==> config.mk <==
export PLATFORM = sky130hd
export DESIGN_NAME = mips_control_fsm
export DESIGN_NICKNAME = d
export VERILOG_FILES = /design/src/rtl/mips_control_fsm.sv
export SDC_FILE = /design/constraint.sdc
export NUM_CORES = 1
export LEC_CHECK = 0
export BUFFER_PORTS_ARGS = -buffer_cell sky130_fd_sc_hd__buf_2
export CORE_UTILIZATION = 50
export CTS_CLUSTER_SIZE = 20
export DETAILED_ROUTE_END_ITERATION = 10
export PLACE_DENSITY = 0.85
export SYNTH_ARGS = -nofsm -noshare
export SYNTH_HDL_FRONTEND = slang
export SYNTH_SLANG_ARGS = --single-unit
==> constraint.sdc <==
create_clock -name clk -period 2.45 [get_ports clk]
set_input_delay 0.1225 -clock clk [delete_from_list [all_inputs] [get_ports clk]]
set_output_delay 0.1225 -clock clk [all_outputs]
set_load 0.005 [all_outputs]
==> src/rtl/mips_control_fsm.sv <==
// mips_control_fsm: multi-cycle MIPS main controller with fetch/data handshakes,
// retired-instruction counter and bus-timeout watchdog.
// Ports: clk/reset_n (async active-low); instruction = IR contents;
// imem_ready/dmem_ready = memory handshakes; datapath strobes imem_req, ir_write,
// dmem_req, dmem_we, pc_write, reg_write, reg_dst, mem_to_reg, alu_src, alu_op,
// branch, jal, jr; illegal/bus_error one-cycle pulses; retired count; state debug.
module mips_control_fsm #(
  parameter int TIMEOUT = 16
) (
  input  logic        clk,
  input  logic        reset_n,
  input  logic [31:0] instruction,
  input  logic        imem_ready,
  input  logic        dmem_ready,
  output logic        imem_req,
  output logic        ir_write,
  output logic        dmem_req,
  output logic        dmem_we,
  output logic        pc_write,
  output logic        reg_write,
  output logic        reg_dst,
  output logic        mem_to_reg,
  output logic        alu_src,
  output logic [1:0]  alu_op,
  output logic        branch,
  output logic        jal,
  output logic        jr,
  output logic        illegal,
  output logic        bus_error,
  output logic [31:0] retired,
  output logic [3:0]  state
);
  typedef enum logic [3:0] {
    FETCH = 4'd0, DECODE = 4'd1, EXEC_R = 4'd2, WB_R = 4'd3, EXEC_I = 4'd4,
    WB_I = 4'd5, MEM_ADDR = 4'd6, MEM_ACCESS = 4'd7, WB_MEM = 4'd8,
    BRANCH = 4'd9, JUMP = 4'd10, ILLEGAL = 4'd11, BUS_ERR = 4'd12
  } state_t;
  state_t cur, nxt;
  logic [7:0] wcnt;
  logic [5:0] op, funct;
  logic is_r, is_jr, is_jal, is_sw, tmo, unused_bits;
  assign op          = instruction[31:26];
  assign funct       = instruction[5:0];
  assign unused_bits = ^instruction[25:6];
  assign is_r        = op == 6'b000000;
  assign is_jr       = is_r && funct == 6'b001000;
  assign is_jal      = op == 6'b000011;
  assign is_sw       = op == 6'b101011;
  assign tmo         = wcnt == 8'(TIMEOUT - 1);
  always_comb begin
    nxt = FETCH;
    case (cur)
      FETCH:      nxt = imem_ready ? DECODE : tmo ? BUS_ERR : FETCH;
      DECODE:     nxt = is_jr ? JUMP : is_r ? EXEC_R : op == 6'b001000 ? EXEC_I :
                        (op == 6'b100011 || is_sw) ? MEM_ADDR : op == 6'b000100 ? BRANCH :
                        (op == 6'b000010 || is_jal) ? JUMP : ILLEGAL;
      EXEC_R:     nxt = WB_R;
      EXEC_I:     nxt = WB_I;
      MEM_ADDR:   nxt = MEM_ACCESS;
      MEM_ACCESS: nxt = dmem_ready ? (is_sw ? FETCH : WB_MEM) : tmo ? BUS_ERR : MEM_ACCESS;
      default:    nxt = FETCH;
    endcase
  end
  always_ff @(posedge clk or negedge reset_n) begin
    if (!reset_n) begin
      cur     <= FETCH;
      wcnt    <= '0;
      retired <= '0;
    end else begin
      cur     <= nxt;
      // only the two wait states ever hold, so any transition restarts the count
      wcnt    <= (cur != nxt) ? 8'd0 : wcnt + 8'd1;
      retired <= pc_write ? retired + 32'd1 : retired;
    end
  end
  // every strobe is gated by reset_n so nothing is driven while reset is held
  assign imem_req   = reset_n && cur == FETCH;
  assign ir_write   = imem_req && imem_ready;
  assign dmem_req   = reset_n && cur == MEM_ACCESS;
  assign dmem_we    = dmem_req && is_sw;
  assign pc_write   = reset_n && (cur inside {WB_R, WB_I, WB_MEM, BRANCH, JUMP, ILLEGAL} ||
                                  (cur == MEM_ACCESS && dmem_ready && is_sw));
  assign reg_write  = reset_n && (cur inside {WB_R, WB_I, WB_MEM} || (cur == JUMP && is_jal));
  assign reg_dst    = reset_n && cur == WB_R;
  assign mem_to_reg = reset_n && cur == WB_MEM;
  assign alu_src    = reset_n && cur inside {EXEC_I, WB_I, MEM_ADDR};
  assign alu_op     = !reset_n ? 2'b00 : cur == EXEC_R ? 2'b10 : cur == BRANCH ? 2'b01 : 2'b00;
  assign branch     = reset_n && cur == BRANCH;
  assign jal        = reset_n && cur == JUMP && is_jal;
  assign jr         = reset_n && cur == JUMP && is_jr;
  assign illegal    = reset_n && cur == ILLEGAL;
  assign bus_error  = reset_n && cur == BUS_ERR;
  assign state      = cur;
endmodule

==> results.ini <==
[drt]
ant_nets=0
num_vias=2567
drc_errors=0
via_per_inst=6.10
wirelength_um=6730
wl_per_cell_um=16.0
drtIter0Drc=178
first_pass_iters=5

[floorplanning]
start_util=0.530
die_y_um=76.3
row_count=26
ios=88
dieArea_um2=5820
dieWidth_um=76.3
core-area_um2=5200

[sta]
setup_viol=0
slew_headroom=0.646
worst_hold_slack_ps=213
rsz0062_at_grt=no
finalSetupTns_ps=0
worstMarginPinSlew_ps=528
drv_slew=0
fin_crit_ps=2210
finalCritPeriodShare=0.901
finalHoldViolations=0
skew_ps=10.7
fmax_mhz=453

[worst_hold_path]
hold_start=instruction[5]
hold_class=primary input to register
holdPathStages=4
whs_endpoint=state[3]

[synthesis]
async_flop_share=1.00
netlist_instances=277
synth_flop_cell=dfrtp_1
syn_area_um2=2760
synth_enable_flop_cells=0
synth-seq-cells=44
synth.distinct_cells=43
synth-warning-count=0
seq_area_frac_synth=0.399
syn_nets=315
postSynthAreaPerCell_um2=9.96

[run_status]
status=finished, final reports clean

[cells_and_area]
num-nets-final=389
layout-drive-gt1-share=0.308
layout_common_cells=buf_2, dfrtp_1, xor2_1
diodes=0
stdcell_count=421
syn_to_final_growth_pct=19.7
layout_commonest_cell=buf_2
n_fill_cell=423

[critical_path]
crit_type=register to register
required_ps=2680
cp_max_fo=30
crit_slowest_cell=or4_4
cp.arrival_ps=2440
crit_path_max_incr_delay_ps=570
worstPathCellList=nand3b_1 -> or4_4 -> buf_4 -> a2111oi_2 -> xor2_1
start_kind=register
end_kind=register
rr_endpoint=retired[10]
reg2reg_depth=5
r2r_start=state[2]
r2r_slack_ps=240

[power]
p_clk_frac=0.184
power.switching_uw=1020
ir_drop_uv=401
intPower_uw=1410
power.density_nw_per_um2=736
p_total_uw=2430
power_frac_seq=0.409
swShare=0.419
p_leak_uw=0.00151
comb_power_share=0.407

[clock_tree]
clk_pin_slew_worst_paths_ps=90
clockBufferDepth=2
cts_made_buffers=5
clkLatencyLatePin_ps=310
cts_root_buf=clkbuf_8
htreeDepth=2
cts-resized-gates=0
cts_sinks=44
cts_tree=done

[global_routing]
grt_pass1_vias=2371
track_usage=0.242
gr-total-overflow=0
grt_max_degree=31
antenna_found_initial=0
grt_pass1_wl_um=11100

[placed_design]
portBuffers=67
hpwlAfterDp_um=4830
place_inst=413
gp_congestion=0.910

[job]
drv_cap=0

routing by layer:
layer  global-route usage  wire, um  up-vias
met4                0.123       105        0
li1                     -         -     1195
met1                0.304      2870     1260
met5                    0         0        -
met3               0.0347       401        7
met2                0.404      3360      105
through the flow:
stage          utilization  instance area (um2)  worst slack (ps)
2_1_floorplan            -                 2760               480
3_3_place_gp         0.618                 3210               364
3_5_place_dp         0.618                 3210               269
4_1_cts              0.634                 3300               249
5_1_grt              0.634                 3300              92.6
6_report             0.634                 3300               244
final cells by class:
cell class	count	area [um2]	area share
Clock buffer	6	72.6	0.0220
Clock inverter	1	5.00	0.00152
Inverter	11	41.3	0.0125
Multi-Input combinational cell	207	1540	0.468
Sequential cell	44	1100	0.333
Tap cell	70	87.6	0.0265
Timing Repair Buffer	82	450	0.136
synth_stat cells (3+ instances only):
master	instances	area (um2)
a21oi_1	7	35.0
nand4_1	10	62.6
a211oi_1	12	90.1
and4_1	8	70.1
nand3_1	16	80.1
nand2_1	21	78.8
xor2_1	32	280
nor4_1	10	62.6
and2_1	4	25.0
a2111oi_2	17	255
and3_1	4	25.0
or3_1	5	31.3
dfrtp_1	44	1100
nand2b_1	4	25.0
inv_1	11	41.3
clkbuf_1	11	41.3
nor3_1	8	40.0
xnor2_1	6	52.6
nor2_1	13	48.8
and4b_1	3	30.0
cells by family (layout without fill, tap and decap cells):
family	after synthesis	count (layout)	share of synthesized area
buf+inv	26	100	0.0413
flops	44	44	0.399
compound gates	49	49	0.182
xor+xnor	38	38	0.121
fa+ha+maj	2	2	0.00907
mux	2	2	0.00771
simple gates	116	116	0.240
worst max-delay path: cells and delay by family (launching register included):
kind	cells	cell delay, ps
buffers and inverters	1	280
DFF	1	460
and+or+nand+nor	2	750
AOI/OAI and AO/OA	1	420
xor gates and xnor gates	1	200
worst max-delay path by stage:
stage	startpoint	to	slack, ps	cells past startpoint
after floorplan	state[1]	retired[27]	480	6
after detailed placement	state[2]	retired[10]	270	5
after CTS	state[2]	retired[24]	250	5
after global routing	wcnt[0]	wcnt[5]	90	5
after global placement	state[2]	retired[11]	360	5
final	state[2]	retired[10]	240	5
power by group through the flow:
stage / combinational [uW] / clock, uW / sequential (uW)
2_1_floorplan: 593 / 0 / 990
3_3_place_gp: 948 / 0 / 993
3_5_place_dp: 976 / 0 / 1000
4_1_cts: 985 / 453 / 991
5_1_grt: 1100 / 477 / 1020
6_report: 990 / 447 / 993
state kept, by name, indices dropped and copies added (netlist names):
register and cells:
retired 32, wcnt 8, state 4
timing repair:
action,4_1_cts,5_1_grt
hold endpoints to repair,9,0
hold buffers,1,0
buffers inserted,0,0
endpoints found under the setup margin,0,0
Power figures use the tool's default switching activity.
